$ cat src/rtl/mlp_scheduler.sv
// Sequences one shared combinational perceptron across a 2-2-1 MLP:
// holds the 9-entry weight/bias table and evaluates H0, H1, OUT on consecutive cycles.
module mlp_scheduler #(
  parameter int DATA_W  = 10,
  parameter int HID_ONE = 1
) (
  input  logic                     clk,
  input  logic                     rst_n,
  input  logic                     in_valid,
  output logic                     in_ready,
  input  logic signed [DATA_W-1:0] x1,
  input  logic signed [DATA_W-1:0] x2,
  input  logic                     cfg_we,
  input  logic [3:0]               cfg_addr,
  input  logic signed [DATA_W-1:0] cfg_wdata,
  output logic                     cfg_err,
  output logic signed [DATA_W-1:0] pe_x1,
  output logic signed [DATA_W-1:0] pe_x2,
  output logic signed [DATA_W-1:0] pe_w1,
  output logic signed [DATA_W-1:0] pe_w2,
  output logic signed [DATA_W-1:0] pe_bias,
  input  logic                     pe_y,
  output logic                     out_valid,
  input  logic                     out_ready,
  output logic                     y_out,
  output logic [1:0]               h_out,
  output logic                     busy
);

  typedef enum logic [2:0] {IDLE, EVAL_H0, EVAL_H1, EVAL_OUT, DONE} state_t;

  localparam logic signed [DATA_W-1:0] HID_V = DATA_W'(HID_ONE);

  state_t                   state, state_nx;
  logic signed [DATA_W-1:0] wt [9];
  logic signed [DATA_W-1:0] xr1, xr2;
  logic [1:0]               h;
  logic                     y;
  logic                     accept, cfg_ok;

  assign in_ready  = (state == IDLE);
  assign busy      = (state != IDLE);
  assign out_valid = (state == DONE);
  assign h_out     = h;
  assign y_out     = y;
  assign accept    = in_valid && in_ready;
  assign cfg_ok    = cfg_we && (state == IDLE) && (cfg_addr <= 4'd8);

  always_comb begin
    state_nx = state;
    case (state)
      IDLE:     if (accept) state_nx = EVAL_H0;
      EVAL_H0:  state_nx = EVAL_H1;
      EVAL_H1:  state_nx = EVAL_OUT;
      EVAL_OUT: state_nx = DONE;
      DONE:     if (out_ready) state_nx = IDLE;
      default:  state_nx = IDLE;
    endcase
  end

  // Table is read combinationally, so a write landing on the accept edge is seen by EVAL_H0.
  always_comb begin
    pe_x1   = '0;
    pe_x2   = '0;
    pe_w1   = '0;
    pe_w2   = '0;
    pe_bias = '0;
    case (state)
      EVAL_H0: begin
        pe_x1 = xr1;    pe_x2 = xr2;
        pe_w1 = wt[0];  pe_w2 = wt[1];  pe_bias = wt[2];
      end
      EVAL_H1: begin
        pe_x1 = xr1;    pe_x2 = xr2;
        pe_w1 = wt[3];  pe_w2 = wt[4];  pe_bias = wt[5];
      end
      EVAL_OUT: begin
        pe_x1 = h[0] ? HID_V : '0;
        pe_x2 = h[1] ? HID_V : '0;
        pe_w1 = wt[6];  pe_w2 = wt[7];  pe_bias = wt[8];
      end
      default: ;
    endcase
  end

  always_ff @(posedge clk or negedge rst_n) begin
    if (!rst_n) begin
      state   <= IDLE;
      xr1     <= '0;
      xr2     <= '0;
      h       <= '0;
      y       <= 1'b0;
      cfg_err <= 1'b0;
      for (int i = 0; i < 9; i++) wt[i] <= '0;
    end else begin
      state   <= state_nx;
      cfg_err <= cfg_we && !cfg_ok;
      if (cfg_ok) wt[cfg_addr] <= cfg_wdata;
      if (accept) begin
        xr1 <= x1;
        xr2 <= x2;
      end
      case (state)
        EVAL_H0:  h[0] <= pe_y;
        EVAL_H1:  h[1] <= pe_y;
        EVAL_OUT: y    <= pe_y;
        default: ;
      endcase
    end
  end

endmodule

$ cat config.mk
export PLATFORM = sky130hd
export DESIGN_NAME = mlp_scheduler
export DESIGN_NICKNAME = d
export VERILOG_FILES = /design/src/rtl/mlp_scheduler.sv
export SDC_FILE = /design/constraint.sdc
export NUM_CORES = 1
export LEC_CHECK = 0
export CAP_MARGIN = 10
export CELL_PAD_IN_SITES_DETAIL_PLACEMENT = 1
export CELL_PAD_IN_SITES_GLOBAL_PLACEMENT = 1
export CORE_ASPECT_RATIO = 1.5
export CORE_MARGIN = 2
export CORE_UTILIZATION = 43
export CTS_CLUSTER_SIZE = 10
export DETAILED_ROUTE_END_ITERATION = 8
export GPL_TIMING_DRIVEN = 0
export HOLD_SLACK_MARGIN = 0.08
export PLACE_DENSITY = 0.91
export SLEW_MARGIN = 20
export SYNTH_ARGS = -nofsm -noshare
export SYNTH_HDL_FRONTEND = slang
export SYNTH_SLANG_ARGS = --single-unit
$ cat constraint.sdc
create_clock -name clk -period 1.9 [get_ports clk]
set_input_delay 0.285 -clock clk [delete_from_list [all_inputs] [get_ports clk]]
set_output_delay 0.285 -clock clk [all_outputs]
set_load 0.02 [all_outputs]
# ---- Yosys cells after proc, flatten, opt, wreduce, memory -nomap -nowiden
# Cells that the tools add are included.
dict set report totals {
  ff_bits 117
  wordCells 49
  out_inout_bits 57
  inputBits 40
}
dict set report classes {
  reduce_logical 10
  order_cmp 3
  mux 13
  eq_ne 6
  n_bitwise 1
}
# operator n
set ops {}
lappend ops {{$bwmux W90} 1}
lappend ops {{$pmux W10 S3} 3}
lappend ops {{$demux W10 S4} 1}
lappend ops {{$pmux W10 S2} 2}
lappend ops {{$pmux W3 S5} 1}
lappend ops {{$mux W10} 1}
lappend ops {{$eq A3 B2 Y1 const B} 2}
lappend ops {{$mux W3} 2}
lappend ops {{$ge A5 B5 Y1 const B} 1}
lappend ops {{$logic_and A1 B1 Y1} 5}
lappend ops {{$lt A5 B1 Y1 const B} 1}
lappend ops {{$not A4 Y5} 1}
lappend ops {{$le A4 B4 Y1 const B} 1}
lappend ops {{$ne A2 B1 Y1 const B} 2}
lappend ops {{$eq A3 B1 Y1 const B} 1}
lappend ops {{$eq A3 B3 Y1 const B} 1}
lappend ops {{$logic_not A3 Y1} 1}
lappend ops {{$reduce_bool A3 Y1} 1}
lappend ops {{$mux W1} 2}
lappend ops {{$reduce_and A2 Y1} 1}
lappend ops {{$reduce_or A2 Y1} 1}
lappend ops {{$logic_not A1 Y1} 1}

# ---- Longest topological paths before layout
# Gate-level depths: netlist of run 1.
dict set report depth {
  word_depth 6
  mapped_depth 5
  ltp_nobuf 3
}

# ---- Worst setup path before layout of run 1
# Ideal clock, no wire load.
dict set report synth_path {
  path_type {register to register}
  from {reg state[1]}
  to {reg xr1[0]}
  n_path_buf 1
  required_ns 1.775
  synth_period_minus_slack_ns 1.940
  setup_slack_ns -0.040
  path_stages_with_launch 5
  setup_ns 0.125
  t_arrival_ns 1.815
  cell_sequence {dfrtp_1 > nor3_1 > and2_1 > buf_2 > mux2_2}
}
dict set report synth_via {
  elab_chain_cells 2
}
# element line
set synth_lines {}
lappend synth_lines {{start, declared} 34} ;# state_t state, state_nx;
lappend synth_lines {{start signal, assigned} 96} ;# state <= state_nx;
lappend synth_lines {{$logic_not A3 Y1} 41} ;# assign in_ready = (state == IDLE);
lappend synth_lines {{net in_ready} 10} ;# output logic in_ready,
lappend synth_lines {{$logic_and A1 B1 Y1} 46} ;# assign accept = in_valid && in_ready;
lappend synth_lines {{end signal, assigned} 89} ;# xr1 <= '0;
lappend synth_lines {{end signal, assigned} 100} ;# xr1 <= x1;
lappend synth_lines {{end, declared} 36} ;# logic signed [DATA_W-1:0] xr1, xr2;
# The timed path passes the listed nets, and every way through them passes these cells.
# A chain may end at the register's enable or synchronous reset.

# ---- Worst setup path after layout of run 1
dict set report layout_path {
  from {reg state[0]}
  to {out pe_w2[3]}
}
dict set report layout_via {
  elab_chain_cells 2
  word_cells_on_any_way 4
  cone_classes {eq/ne: 3; mux: 1}
}
# element line
set layout_lines {}
lappend layout_lines {{$eq A3 B2 Y1 or $eq A3 B1 Y1 (tied branches)} 68} ;# case (state)
lappend layout_lines {{$pmux W10 S3 (*)} 68}
lappend layout_lines {{end, declared} 20} ;# output logic signed [DATA_W-1:0] pe_w2,
# Every way passes the cells marked *; elsewhere a longest branch is shown, timed or not.

==> metrics.md, run 1 <==
| Metric | Value |
|---|---|
| Status | `finished, violations left` |
| Failing checks | `negative setup slack` |
| WHS | `329.0 ps` |
| Clock buffer count from CTS | `17` |
| RR Endpoint | `wt[7]$_DFFE_PN0P_` |
| Final wirelength | `24430 um` |
| PortBufs | `96` |
| RSZ-0062 raised after global routing | `yes` |
| Reg clk slew, reported paths | `60 ps` |
| Clk sink count | `117` |
| CTS tree | `done` |
| Reg2reg start | `state[0]$_DFFE_PN0P_` |
| Area Growth Syn to Fin | `49.73%` |
| Share of layout cells above drive strength 1 | `0.6446` |
| GPL Wtd Cong | `0.7975` |
| GRT Total Usage | `0.3249` |
| Leak pwr | `3.691 nW` |
| Final worst path period share | `1.214` |
| Final #Nets | `588` |
| Final Hold Viols | `0` |
| Largest area contributor in the netlist | `dfrtp_1` |
| Die height | `141.0 um` |
| Pin count of the biggest net entering global routing | `85` |
| Worst reg2reg setup slack | `-350 ps` |
| Syn nets | `440` |
| IO Count | `97` |
| Crit path launch | `state[0]$_DFFE_PN0P_` |
| Peak VDD IR | `0.001192 V` |
| Die width | `95.36 um` |
| Synth Warn # | `0` |
| Hold WC Path Type | `input port to asynchronous set/reset pin` |
| Worst setup endpoint | `pe_w2[3]` |
| Startpoint Class | `register` |
| CP max FO | `10` |
| Tmin final | `2306 ps` |
| WP data required | `1620 ps` |
| Synth Cell Area | `5384 sq um` |
| H-tree depth | `4` |
| Total of max-cap violations | `0` |
| Initial antenna violation count | `0` |
| Final global-route overflow total | `0` |
| WL per Instance | `34.13 um` |
| #FFs+latches synth | `117` |
| DP Wirelength | `10280 um` |
| FF/Latch Area | `2932 sq um` |
| DIE AREA | `13450 sq um` |
| Register area share after synthesis | `0.5438` |
| # rows | `50` |
| Maximum clock frequency | `433.6 MHz` |
| Setup violators final | `142` |
| Setup CP Type | `register to output port` |
| Top cell type's share of synthesized area | `0.5438` |
| DRT iter0 DRCs | `294` |
| Post-Syn Instances | `400` |
| Root Buffer | `clkbuf_16` |
| Post-route cell area | `8061 sq um` |
| # diodes | `0` |
| Slew HR | `0.3192` |
| Vias | `4371` |
| Post-Syn Area per Cell | `13.46 sq um` |
| Clock Tree Buf Depth | `2` |
| Starting Density | `0.4369` |
| Clk_skew | `12.52 ps` |
| Fin. max-slew vios | `0` |
| Arr. time, crit path | `2020 ps` |
| Area after DPL | `6574 sq um` |
| Worst-Margin Slew | `1017 ps` |
| First-pass GRT wire length | `31020 um` |
| Remaining antenna violation count | `0` |
| Via density | `6.105` |
| Final setup margin | `-406.2 ps` |
| Clock latency on the worst-skew pair | `430 ps` |
| DRC violations left | `0` |
| Detailed Routing Iterations Pass 1 | `4` |
| Area of the multi-input gates | `2775 sq um` |
| FF-to-FF path depth | `9` |
| Core area | `12320 sq um` |
| Vias in the first global route | `4887` |
| Tot Pwr | `0.01746 W` |
| Netlist cell types | `26` |
| CP Capture Type | `output port` |
| Fillers | `1066` |
| Synth top area cells | `dfrtp_1 (54%), mux2_2 (29%), a22oi_1 (4.5%)` |
| Commonest non-fill, non-tap cells in the layout | `mux2_2 (114), dfrtp_1 (114), buf_6 (49)` |
| P per Cell Area | `2166 nW/um^2` |
==> report_power, final <==
| group | switching (W) | leakage (nW) | internal [W] | total [W] |
|---|---|---|---|---|
| sequential | 0.00117 | 1.49 | 0.00377 | 0.00495 |
| clock | 0.00130 | 0.270 | 0.00205 | 0.00335 |
| combinational | 0.00455 | 1.93 | 0.00463 | 0.00917 |
| total | 0.00702 | 3.69 | 0.0104 | 0.0175 |
==> sequential cells by signal, indices dropped and copies added, names as in the netlist <==
register / cells
cfg_err: 1
h_out: 2
state: 3
wt: 90
xr1: 10
xr2: 10
y_out: 1
==> logic make-up after synthesis <==
group / Yosys count / synth area share
AOI/OAI and AO/OA: 35 / 0.04834
DFF: 117 / 0.5438
and+or+nand+nor: 75 / 0.07785
muxes: 145 / 0.3054
xor gates and xnor gates: 1 / 0.001627
buffers and inverters: 27 / 0.02301
==> metal layers <==
metal,track usage,share of wire,up-vias,routed length [um]
li1,-,-,1750,-
met1,0.3577,0.35,2291,8500
met2,0.5808,0.54,255,13130
met3,0.08177,0.062,75,1527
met4,0.1373,0.052,0,1277
met5,0,0,-,0
==> Yosys cell counts <==
cell	number
nand4b_1	5
nand3_2	3
nand3b_1	1
nor2b_1	2
nor3_1	2
nor4b_4	1
inv_1	2
nand2b_1	1
mux2_4	3
mux2_2	141
nor2_1	37
and2_1	20
a22oi_1	32
mux2_1	1
clkbuf_1	9
a21boi_0	1
buf_4	2
nand2_1	1
o31ai_1	1
o21ai_0	1
xnor2_1	1
nor3b_1	1
and4b_1	1
dfrtp_1	117
buf_2	12
buf_1	2
==> area by class of cell <==
cell class              instances  area share
plain buffers                  25     0.03818
clock inverters                13     0.01971
repair buffers                126      0.1558
flip-flops and latches        117      0.3637
well taps                     156     0.02421
inverters                       2   0.0009312
multi-input cells             259      0.3442
clock buffers                  18     0.05324
==> worst min-delay path by stage <==
stage | start | to | slack, ps | cells past startpoint
finish | rst_n | wt[49]$_DFFE_PN0P_ | 330 | 2
detailed placement | rst_n | wt[29]$_DFFE_PN0P_ | 200 | 1
CTS | rst_n | wt[29]$_DFFE_PN0P_ | 330 | 2
global route | rst_n | wt[49]$_DFFE_PN0P_ | 350 | 2
global placement | wt[9]$_DFFE_PN0P_ | wt[9]$_DFFE_PN0P_ | 480 | 1
floorplan | rst_n | cfg_err$_DFF_PN0_ | -10 | 0
==> stage by stage <==
stage | setup TNS [ps] | std cells | setup slack, ps | util
final | -31360 | 716 | -406.2 | 0.6541
after global routing | -35310 | 716 | -413.7 | 0.6541
after CTS | -19660 | 701 | -261.2 | 0.6173
after detailed placement | -62720 | 653 | -855.3 | 0.5334
after global placement | -482630 | 652 | -3715 | 0.5311
after floorplan | 0 | 400 | 143.5 | -
==> what timing repair did <==
item                                   4_1_cts  5_1_grt
buffers inserted                            12       10
cloned                                       4        5
endpoints found under the hold margin       33        0
pin swaps                                    7       23
resized for setup                          361      108
hold buffers                                 1        0
setup endpoints to repair                  126      163
==> critical path, cell delays in order, from the launching register on <==
cell and delay (ps):
dfrtp_2 450, buf_12 170, buf_12 150, mux2_4 330, a22oi_2 210, nor2_1 100, buf_4 170
Power figures use the tool's default switching activity.
==> inputs of run 2 (changes only) <==
--- a/config.mk
+++ b/config.mk
@@ -9,13 +9,13 @@
 export CELL_PAD_IN_SITES_DETAIL_PLACEMENT = 1
 export CELL_PAD_IN_SITES_GLOBAL_PLACEMENT = 1
 export CORE_ASPECT_RATIO = 1.5
-export CORE_MARGIN = 2
-export CORE_UTILIZATION = 43
+export CORE_MARGIN = 8
+export CORE_UTILIZATION = 46
 export CTS_CLUSTER_SIZE = 10
 export DETAILED_ROUTE_END_ITERATION = 8
 export GPL_TIMING_DRIVEN = 0
 export HOLD_SLACK_MARGIN = 0.08
-export PLACE_DENSITY = 0.91
+export PLACE_DENSITY = 0.95
 export SLEW_MARGIN = 20
 export SYNTH_ARGS = -nofsm -noshare
 export SYNTH_HDL_FRONTEND = slang
==> constraint.sdc (replaced) <==
create_clock -name clk -period 2.7 [get_ports clk]
set_input_delay 0.405 -clock clk [delete_from_list [all_inputs] [get_ports clk]]
set_output_delay 0.405 -clock clk [all_outputs]
set_load 0.02 [all_outputs]
==> run 2 against run 1 <==
Net effect:
- the run now ends clean
- global-route usage down 7.1 points
- setup slack better by 420 ps
- worst hold slack better by 140 ps
==> metrics.md, run 2 (synthesis results as in run 1) <==
| Metric | Value |
|---|---|
| Status | `finished clean` |
| Final setup margin | `16.47 ps (+422.6 ps)` |
| Root Buffer | `clkbuf_16` |
| Core area | `11470 sq um (-6.9%)` |
| Reg with most FFs | `wt` |
| Fin. max-slew vios | `0 (unchanged)` |
| Detailed Routing Iterations Pass 1 | `4 (unchanged)` |
| FF/Latch Area | `2929 sq um (about the same)` |
| Die width | `104.3 um (+9.4%)` |
| H-tree depth | `4 (unchanged)` |
| Total of max-cap violations | `0 (unchanged)` |
| Clk_skew | `6.964 ps (-5.552 ps)` |
| DRC violations left | `0 (unchanged)` |
| Area after DPL | `6561 sq um (-0.19%)` |
| Met2 Wirelength | `9933 um (-24%)` |
| Pre-CTS WS | `-201.7 ps (+653.6 ps)` |
| P per Cell Area | `1418 nW/um^2 (-35%)` |
| Vias in the first global route | `4639 (-5.1%)` |
| Startpoint Class | `register` |
| Clock buffer count from CTS | `17 (unchanged)` |
| Peak VDD IR | `0.0008041 V (-33%)` |
| Final worst path period share | `0.9939` |
| GRT Total Usage | `0.2541 (-0.07078)` |
| Leak pwr | `3.481 nW (-5.7%)` |
| Final #Nets | `558 (-5.1%)` |
| WL per Instance | `27.54 um (-19%)` |
| DRT iter0 DRCs | `241 (-18%)` |
| Setup violators final | `0 (-100%)` |
| DIE AREA | `15490 sq um (+15%)` |
| RSZ-0062 raised after global routing | `yes` |
| Clock group share of total power | `0.240 (+0.048)` |
| Final wirelength | `18750 um (-23%)` |
| Pint | `0.006367 W (-39%)` |
| Die height | `148.5 um (+5.3%)` |
| Share of layout cells above drive strength 1 | `0.3992 (-0.2454)` |
| First-pass GRT wire length | `29570 um (-4.6%)` |
| DR top layer | `met4` |
| Clock Tree Buf Depth | `2 (unchanged)` |
| Crit path launch | `state[0]$_DFFE_PN0P_` |
| Final global-route overflow total | `0 (unchanged)` |
| Leading cell type in the layout, fill and taps excluded | `mux2_2` |
| PortBufs | `96 (unchanged)` |
| Reg clk slew, reported paths | `60 ps (about the same)` |
| Worst-Margin Slew | `581.1 ps (-436.3 ps)` |
| Arr. time, crit path | `2280 ps (+260 ps)` |
| Biggest regs | `wt: 90 flops, xr1: 10 flops, xr2: 10 flops` |
| IO Count | `97 (unchanged)` |
| Clock latency on the worst-skew pair | `420 ps (about the same)` |
| # diodes | `0 (unchanged)` |
| Max FFs per register | `90 (unchanged)` |
| Switching part of the total | `0.3795 (-0.02238)` |
| Via density | `5.866 (-3.9%)` |
| Area of the multi-input gates | `2357 sq um (-15%)` |
| Reg2reg start | `state[1]$_DFFE_PN0P_` |
| Pin count of the biggest net entering global routing | `77 (-9.4%)` |
| Vias | `3995 (-8.6%)` |
| Share of total power in sequential cells | `0.318 (+0.035)` |
| DP Wirelength | `11380 um (+11%)` |
| Slew HR | `0.6109 (+0.2918)` |
| Post-route cell area | `7236 sq um (-10%)` |
| Final Hold Viols | `0 (unchanged)` |
| Comb pwr share | `0.442 (-0.083)` |
| Initial antenna violation count | `0 (unchanged)` |
| Maximum clock frequency | `372.6 MHz` |
| WL met3 | `1124 um (-26%)` |
| Sw power | `0.003894 W (-45%)` |
| WP data required | `2300 ps (+680 ps)` |
| Commonest non-fill, non-tap cells in the layout | `mux2_2 (141), dfrtp_1 (116), clkdlybuf4s50_1 (47), dlygate4sd2_1 (47), nor2_1 (36)` |
| Starting Density | `0.4693 (+0.03250)` |
| Area Growth Syn to Fin | `34.39%` |
| Hold WC Path Type | `input port to asynchronous set/reset pin` |
| Remaining antenna violation count | `0 (unchanged)` |
| GPL Wtd Cong | `0.7678 (-3.7%)` |
| Fillers | `1078 (+1.1%)` |
| Tmin final | `2684 ps` |
| Worst reg2reg setup slack | `570 ps (+920 ps)` |
| CTS tree | `done` |
| CP max FO | `10 (unchanged)` |
| CP Capture Type | `output port` |
| Clk sink count | `117 (unchanged)` |
| Routed met1 length | `7102 um (-16%)` |
| Setup CP Type | `register to output port` |
| # rows | `48 (-4.0%)` |
-- run 2: changes by cell type in the layout (fill, tap and decap cells not counted), moves of 24 or more --
| cell | change |
|---|---|
| a22oi_1 | +30 |
| a22oi_2 | -30 |
| buf_4 | -24 |
| buf_6 | -45 |
| dlygate4sd2_1 | +47 |
| mux2_2 | +27 |
| mux2_4 | -27 |
-- run 2: per-stage QoR --
step	util	hold slack, ps	total power [W]	setup TNS (ps)	instances
2_1_floorplan	-	109.4	0.005719	0	400
3_3_place_gp	0.5695	480.1	0.007326	-350350	646
3_5_place_dp	0.5720	349.5	0.007709	-3328	647
4_1_cts	0.6293	473.5	0.01018	0	681
5_1_grt	0.6308	513.7	0.01070	-16.01	681
6_report	0.6308	467.6	0.01026	0	681
-- run 2: path summary, 6_finish.rpt --
path,depth (start not counted),endpoint
max in group asynchronous,3,wt[87]$_DFFE_PN0P_
min reg2reg,1,wt[21]$_DFFE_PN0P_
max,6,pe_bias[9]
max reg2reg,4,wt[10]$_DFFE_PN0P_
min in group clk,1,wt[21]$_DFFE_PN0P_
min,2,wt[54]$_DFFE_PN0P_
-- run 2: power by group through the flow --
stage | combinational, W | sequential, W | clock, W
3_3_place_gp | 0.00429 | 0.00304 | 0
5_1_grt | 0.00481 | 0.00334 | 0.00255
6_report | 0.00453 | 0.00327 | 0.00246
2_1_floorplan | 0.00272 | 0.00300 | 0
3_5_place_dp | 0.00453 | 0.00317 | 0
4_1_cts | 0.00448 | 0.00322 | 0.00248
-- run 2: worst max-delay path, stage by stage (launching register included) --
cell           delay [ps]
dfrtp_2               450
buf_8                 190
buf_6                 170
mux2_2                360
a22oi_1               230
nor2_1                110
dlygate4sd2_1         340
-- run 2: layout make-up --
type,count,area share
Tap cell,150,0.02594
Timing Repair Buffer,99,0.1304
Buffer,25,0.02421
Sequential cell,117,0.4048
Inverter,2,0.001038
Clock buffer,23,0.06744
Multi-Input combinational cell,256,0.3258
Clock inverter,9,0.02040
-- run 2: timing repair --
action,CTS,global route
hold endpoints to repair,41,0
buffers inserted,1,0
pin swaps,1,0
endpoints found under the setup margin,51,6
gates resized for setup,74,7
hold buffers,1,0
-- run 2: per-layer routing --
metal  track usage  vias to the layer above
li1              -                     1682
met1        0.2822                     2123
met2        0.4399                      150
met3       0.07449                       40
met4        0.1135                        0
met5             0                        -
==> inputs of run 3 (changes only) <==
--- a/config.mk
+++ b/config.mk
@@ -16,7 +16,7 @@
 export GPL_TIMING_DRIVEN = 0
 export HOLD_SLACK_MARGIN = 0.08
 export PLACE_DENSITY = 0.95
-export SLEW_MARGIN = 20
+export SLEW_MARGIN = 25
 export SYNTH_ARGS = -nofsm -noshare
 export SYNTH_HDL_FRONTEND = slang
 export SYNTH_SLANG_ARGS = --single-unit
==> results of run 3 <==
Same layout as run 2: the final DEF is identical, and so are final timing and power.
